File: config.mk
export PLATFORM = sky130hd
export DESIGN_NAME = fakeram_1r1w_param
export DESIGN_NICKNAME = d
export VERILOG_FILES = /design/src/rtl/fakeram_1r1w_param.sv
export SDC_FILE = /design/constraint.sdc
export NUM_CORES = 2
export LEC_CHECK = 0
export CORE_UTILIZATION = 50
export DETAILED_ROUTE_END_ITERATION = 8
export MAX_ROUTING_LAYER = met4
export PLACE_DENSITY = 0.66
export SKIP_LAST_GASP = 1
export SLEW_MARGIN = 5
export SYNTH_ARGS = -nofsm -noshare
export SYNTH_HDL_FRONTEND = slang
export SYNTH_SLANG_ARGS = --single-unit
File: constraint.sdc
create_clock -name clk -period 14.7 [get_ports clk]
set_clock_uncertainty 0.1 [all_clocks]
set_input_delay 3.675 -clock clk [delete_from_list [all_inputs] [get_ports clk]]
set_output_delay 3.675 -clock clk [all_outputs]
set_load 0.1 [all_outputs]
File: src/rtl/fakeram_1r1w_param.sv
// Behavioural 1R1W SRAM model: per-bit write mask, 1- or 2-cycle read latency,
// selectable read-during-write result, and a zeroing sweep after reset.
// Optional define FAKERAM_X_CORRUPT_EN turns X on enables/addresses into array/read corruption.
module fakeram_1r1w_param #(
    parameter int BITS          = 64,
    parameter int WORD_DEPTH    = 64,
    parameter int ADDR_WIDTH    = 6,
    parameter int RD_LATENCY    = 1,
    parameter int RDW_MODE      = 0,
    parameter int INIT_ON_RESET = 1
) (
    input  logic                  clk,
    input  logic                  reset_in,
    input  logic                  rd_ce_in,
    input  logic [ADDR_WIDTH-1:0] rd_addr_in,
    output logic [BITS-1:0]       rd_out,
    output logic                  rd_valid_out,
    input  logic                  wr_ce_in,
    input  logic [ADDR_WIDTH-1:0] wr_addr_in,
    input  logic [BITS-1:0]       wd_in,
    input  logic [BITS-1:0]       w_mask_in,
    output logic                  init_done_out,
    output logic                  dbg_state
);

    // Handshake: reads and writes are accepted on every clock while init_done_out
    // is high (no backpressure); rd_valid_out is high for exactly one cycle per
    // accepted read, RD_LATENCY edges after it, and rd_out holds between reads.

    typedef enum logic {
        ST_INIT  = 1'b0,
        ST_READY = 1'b1
    } state_t;

    localparam logic [ADDR_WIDTH:0]   DEPTH_W  = (ADDR_WIDTH + 1)'(WORD_DEPTH);
    localparam logic [ADDR_WIDTH-1:0] LAST_IDX = ADDR_WIDTH'(WORD_DEPTH - 1);

    logic [BITS-1:0]       mem [0:WORD_DEPTH-1];

    state_t                state;
    state_t                state_nxt;
    logic [ADDR_WIDTH-1:0] cnt;
    logic [ADDR_WIDTH-1:0] cnt_nxt;

    logic                  rd_in_range;
    logic                  wr_in_range;
    logic                  rd_req;
    logic                  rd_valid_word;
    logic [BITS-1:0]       rd_word;
    logic [BITS-1:0]       wr_old;
    logic [BITS-1:0]       wr_merged;
    logic                  mem_we;
    logic [ADDR_WIDTH-1:0] mem_addr;
    logic [BITS-1:0]       mem_wdata;

    logic                  s1_valid;
    logic [BITS-1:0]       s1_data;

`ifdef FAKERAM_X_CORRUPT_EN
    logic                  wr_x;
    logic                  rd_x;
`endif

    always_comb begin
        state_nxt = state;
        cnt_nxt   = cnt;
        case (state)
            ST_INIT: begin
                cnt_nxt = cnt + ADDR_WIDTH'(1);
                if (cnt == LAST_IDX) begin
                    state_nxt = ST_READY;
                end
            end
            default: ;
        endcase
    end

    always_comb begin
        rd_in_range = ({1'b0, rd_addr_in} < DEPTH_W);
        wr_in_range = ({1'b0, wr_addr_in} < DEPTH_W);

        wr_old = '0;
        if (wr_in_range) begin
            wr_old = mem[wr_addr_in];
        end
        wr_merged = (wd_in & w_mask_in) | (wr_old & ~w_mask_in);

        // Out-of-range reads and the RDW_MODE=2 collision both return all-X.
        rd_word = 'x;
        if (rd_in_range) begin
            rd_word = mem[rd_addr_in];
            if (wr_ce_in && wr_in_range && (rd_addr_in == wr_addr_in)) begin
                if (RDW_MODE == 1) begin
                    rd_word = wr_merged;
                end else if (RDW_MODE == 2) begin
                    rd_word = 'x;
                end
            end
        end

        rd_req        = 1'b0;
        rd_valid_word = 1'b1;
        mem_we        = 1'b0;
        mem_addr      = wr_addr_in;
        mem_wdata     = wr_merged;
        if (!reset_in) begin
            if (state == ST_INIT) begin
                mem_we    = 1'b1;
                mem_addr  = cnt;
                mem_wdata = '0;
            end else begin
                mem_we = wr_ce_in && wr_in_range;
                rd_req = rd_ce_in;
            end
        end

`ifdef FAKERAM_X_CORRUPT_EN
        wr_x = 1'b0;
        rd_x = 1'b0;
        if (!reset_in && (state == ST_READY)) begin
            wr_x = $isunknown(wr_ce_in) || ((wr_ce_in === 1'b1) && $isunknown(wr_addr_in));
            rd_x = $isunknown(rd_ce_in) || ((rd_ce_in === 1'b1) && $isunknown(rd_addr_in));
        end
        if (wr_x) begin
            mem_we = 1'b0;
        end
        if (rd_x) begin
            rd_req        = 1'b1;
            rd_word       = 'x;
            rd_valid_word = 1'bx;
        end
`endif
    end

    // Array storage has no reset: contents only change through the sweep or writes.
    always_ff @(posedge clk) begin
`ifdef FAKERAM_X_CORRUPT_EN
        if (wr_x) begin
            for (int i = 0; i < WORD_DEPTH; i++) begin
                mem[i] <= 'x;
            end
        end else if (mem_we) begin
            mem[mem_addr] <= mem_wdata;
        end
        if (wr_x) begin
            $warning("fakeram_1r1w_param: X on wr_ce_in/wr_addr_in, array corrupted");
        end
        if (rd_x) begin
            $warning("fakeram_1r1w_param: X on rd_ce_in/rd_addr_in, read data corrupted");
        end
`else
        if (mem_we) begin
            mem[mem_addr] <= mem_wdata;
        end
`endif
    end

    always_ff @(posedge clk) begin
        if (reset_in) begin
            state    <= (INIT_ON_RESET != 0) ? ST_INIT : ST_READY;
            cnt      <= '0;
            s1_valid <= 1'b0;
            s1_data  <= '0;
        end else begin
            state <= state_nxt;
            cnt   <= cnt_nxt;
            if (rd_req) begin
                s1_valid <= rd_valid_word;
                s1_data  <= rd_word;
            end else begin
                s1_valid <= 1'b0;
            end
        end
    end

    generate
        if (RD_LATENCY == 2) begin : g_lat2
            logic            s2_valid;
            logic [BITS-1:0] s2_data;

            // Data only moves on a real read so rd_out holds through idle cycles.
            always_ff @(posedge clk) begin
                if (reset_in) begin
                    s2_valid <= 1'b0;
                    s2_data  <= '0;
                end else begin
                    s2_valid <= s1_valid;
                    if (s1_valid) begin
                        s2_data <= s1_data;
                    end
                end
            end

            assign rd_out       = s2_data;
            assign rd_valid_out = s2_valid;
        end else begin : g_lat1
            assign rd_out       = s1_data;
            assign rd_valid_out = s1_valid;
        end
    endgenerate

    assign init_done_out = (state == ST_READY);
    assign dbg_state     = state;

endmodule

Yosys cells after proc, flatten, opt, wreduce, memory -nomap -nowiden
Memories as Yosys holds them, arrays and structs flattened. A register that Yosys moved wholly into a read port is not among the register bits.
Cells that the tools add are included.
{"block": "op_classes", "n_addsub": 1, "n_eq_ne": 1, "muxes": 13, "bitwise_logic": 4}
{"cell": "64-bit bitwise AND", "n": 2}
{"cell": "64-bit two-way mux", "n": 2}
{"cell": "64-bit inverter", "n": 1}
{"cell": "64-bit bitwise OR", "n": 1}
{"cell": "6-bit two-way mux", "n": 2}
{"cell": "1-bit two-way mux", "n": 9}
{"cell": "6-bit by 1-bit adder with 6-bit output, second input constant", "n": 1}
{"cell": "6-bit == test, second input constant", "n": 1}
{"block": "totals", "register_bits": 8, "mem_bits_rw": 4096, "in_bits": 144, "elab_cells": 23, "memories": 1}
{"memory": "mem", "depth": 64, "word_bits": 64, "rd": 2, "rd_ports_with_merged_regs": 1, "wr": 1, "line": "38", "text": "logic [BITS-1:0] mem [0:WORD_DEPTH-1];"}

Longest topological paths before layout
{"block": "logic_depth", "ltp_word": 5, "depth_mapped": 11, "depth_no_buf": 5}

Worst setup path before layout
Ideal clock, no wire load.
{"block": "synth_timing", "kind": "input-to-reg", "from": "in wr_addr_in[0]", "to": "mem mem[11][0] (enable)", "setup_time_ns": 0.487, "arrival_ns": 7.998, "required_time_ns": 14.113, "slack_ns": 6.116, "stages": 10, "n_path_buf": 6, "cell_sequence": "buf_2 > buf_4 > buf_2 > buf_4 > buf_4 > buf_4 > nand3_1 > a21oi_1 > nand2_1 > nor2_1"}
{"block": "synth_via", "elab_chain_cells": 2}
{"item": "start: declaration", "line": "19", "text": "input logic [ADDR_WIDTH-1:0] wr_addr_in,"}
{"item": "6-bit two-way mux", "line": "107", "text": "if (state == ST_INIT) begin"}
{"item": "6-bit two-way mux (*)", "line": "106", "text": "if (!reset_in) begin"}
{"item": "end: declaration", "line": "38"}
Mark *: on every way between the ends. The rest lies on a longest branch, timed or not.

Final worst setup path
{"block": "layout_timing", "from": "in wr_addr_in[1]", "to": "mem mem[43][6] (enable)"}
Same word-level chain as after synthesis.

==> impl_results.md <==
- Max Clk Rate: 0.1131 GHz
- Final wirelength: 702700 µm
- Synth warnings: 0
- Top FF cell, synth: edfxtp_1
- R2R setup slack: 9.15 ns
- Worst slew pin tran: 1.443 ns
- GP Congestion: 0.9212
- Initial Utilization: 50.40%
- Leakage power: 70.54 nW
- Vias per cell: 7.506
- Clock-pin slew on the worst setup and hold paths: 0.06 ns
- Syn Nets: 10.59k
- Setup ws final: 5.856 ns
- Footprint of the multi-input gates: 64230 µm²
- Layout area overhead: 12.30%
- Total GRT Usage: 37.35%
- Crit start category: input port
- Unique masters post-synth: 49
- PortBufs: 210
- PwrDens: 124.4 nW/µm²
- DRC Markers: 0
- Asr flop ratio synth: 0%
- Vias: 120.6k
- Final period utilization: 60.17%
- Sequential area share after synthesis: 64.97%
- Slew margin rel.: 3.820%
- Root Driver: clkbuf_16
- Pin count of the biggest net entering global routing: 147
- Tmin final: 8.844 ns
- Drt first pass iters: 6
- Setup-failing EPs final: 0
- Cts bufs inserted: 429
- First-pass GRT wire length: 962100 µm
- Final hold slack: 0.3809 ns
- Register area: 124400 µm²
- Initial drt markers: 20.36k
- # IOs: 211
- Antenna violations before repair: 39
- Die area: 385500 µm²
- Final Hold Viols: 0
- Worst path required time: 15.20 ns
- Hold Path Class: reg -> reg
- Pre-CTS setup slack: 5.121 ns
- Worst Hold Depth: 2
- FF+latch count, synth: 4168
- EDFF count, synth: 4096
- CTS Sinks: 4168
- Crit path capture type: flip-flop
- Final net count: 10.77k
- Max-slew violation count: 0
- Crit path kind: in -> reg
- Filler cell count: 28.07k
- Finished Core Util: 56.59%
- Layout cells sized above 1: 24.37%
- Worst reg2reg path depth: 7
- CTS tree: yes
- Crit path DAT: 9.35 ns
- Routed wl met3: 99890 µm
- Synth top area share: 64.22%
- Mapped Cells: 10.45k
- DR WL/cell: 43.72 µm
- Outcome: finished, final reports clean
- Worst-case vdd ir drop: 124.2 µV
- Core ar.: 380000 µm²
- Total gr overflow: 0
- DR WL met2: 307800 µm
- Htree depth: 5
- Vias in the first global route: 119.6k
- Setup bufs post-CTS: 0
- RSZ-0062 raised after global routing: false
- Die height: 620.9 µm
- Post-CTS Resized: 0
- Mapped Area: 191500 µm²
- Max Cap Violations: 0
- ANT nets after route: 0
- DR top layer: met4
- Die width: 620.9 µm
- Metal-1 WL: 240100 µm
- Synth top area cells: edfxtp_1 (64%), mux4_2 (17%), mux2i_1 (7.6%)
- Fin Setup TNS: 0 ns
- Leading area contributor after synthesis: edfxtp_1
- DP HPWL: 401500 µm
- Worst-path maximum fanout: 35
- Clk_lat worst skew: 1.02 ns
- Post-CTS Hold Fix Bufs: 0
- FP Rows: 226
- Mapped Avg Cell Area: 18.34 µm²
- Max clock buf depth: 4
[worst max-delay path, stage by stage]
cell      delay [ns]
buf_8           0.26
buf_4           0.62
nand2b_4        0.71
o21ai_0         0.59
nand2_1         0.58
nor2_4          0.93
buf_4           0.78
buf_4           0.96
[cells in the mapped netlist, drive strengths merged (12+ instances only)]
library cell / number
a2111oi: 53
inv: 25
mux4: 1426
o21ai: 126
mux2: 44
nand2b: 50
nor2: 211
o31ai: 12
nor3: 47
nand2: 128
edfxtp: 4096
a21o: 12
nand3: 287
o311a: 41
a21oi: 180
dfxtp: 72
a31oi: 26
nor2b: 23
clkbuf: 446
a22o: 120
a41o: 26
nor4: 41
buf: 407
o221a: 23
nor3b: 23
mux2i: 1457
nand4: 38
o22ai: 170
a221oi: 104
a22oi: 648
a221o: 38
[final timing paths]
path                  from          to
max          wr_addr_in[1]  mem[43][6]
min             rd_out[56]  rd_out[56]
max reg2reg      dbg_state  mem[43][6]
min reg2reg     rd_out[56]  rd_out[56]
[cell type report]
class	count	area share [%]
inverter	25	0.04363
antenna	61	0.07097
tap	5016	2.918
multi-input combinational	5399	29.86
clock buffer	505	5.186
timing repair buffer	599	2.526
clock inverter	299	1.532
sequential	4168	57.86
[stage by stage]
stage,instances,cell area (µm²),power (mW)
floorplan,10450,191500,14.88
global route,16050,215000,27.28
CTS,16010,214900,26.73
detailed placement,15210,200500,15.65
finish,16070,215100,26.75
global placement,15210,200500,15.61
[layer usage]
layer / global-route usage, % / up-vias
li1: - / 45190
met3: 10.66 / 2338
met1: 47.19 / 62640
met2: 52.63 / 10470
met4: 25.03 / 0
met5: - / -
[power by group]
group	internal (mW)	switching, mW	total, mW
Sequential	13.3	0.0263	13.3
Combinational	0.768	1.40	2.17
Clock	6.51	4.78	11.3
Total	20.5	6.21	26.7
[layout by cell type, fill, tap and decap left out, drive strengths merged, types with 41 or more instances in the layout]
master,count
a2111oi,53
a21oi,180
a221oi,104
a22o,120
a22oi,648
buf,401
bufinv,61
clkbuf,505
clkdlybuf4s50,198
clkinv,184
dfxtp,72
diode,61
edfxtp,4096
inv,48
mux2,44
mux2i,1457
mux4,1426
nand2,128
nand2b,50
nand3,287
nor2,211
nor3,47
nor4,41
o21ai,126
o22ai,170
o311a,41
[flip-flops by register name, indices dropped and copies added (netlist names)]
register	flops
cnt	6
rd_out	64
mem	4096
dbg_state	1
rd_valid_out	1
[logic make-up (layout without fill, tap and decap cells)]
group | Yosys count | in the layout | synth area share, %
DFF | 4168 | 4168 | 64.97
muxes | 2927 | 2927 | 24.64
AOI/OAI and AO/OA | 1593 | 1593 | 6.089
buffers and inverters | 878 | 1428 | 2.055
and+or+nand+nor | 875 | 875 | 2.222
xor gates and xnor gates | 3 | 3 | 0.01372
adders and majority gates | 1 | 1 | 0.006532
other | 0 | 61 | 0
No activity file was read; power rests on OpenSTA's default activity.
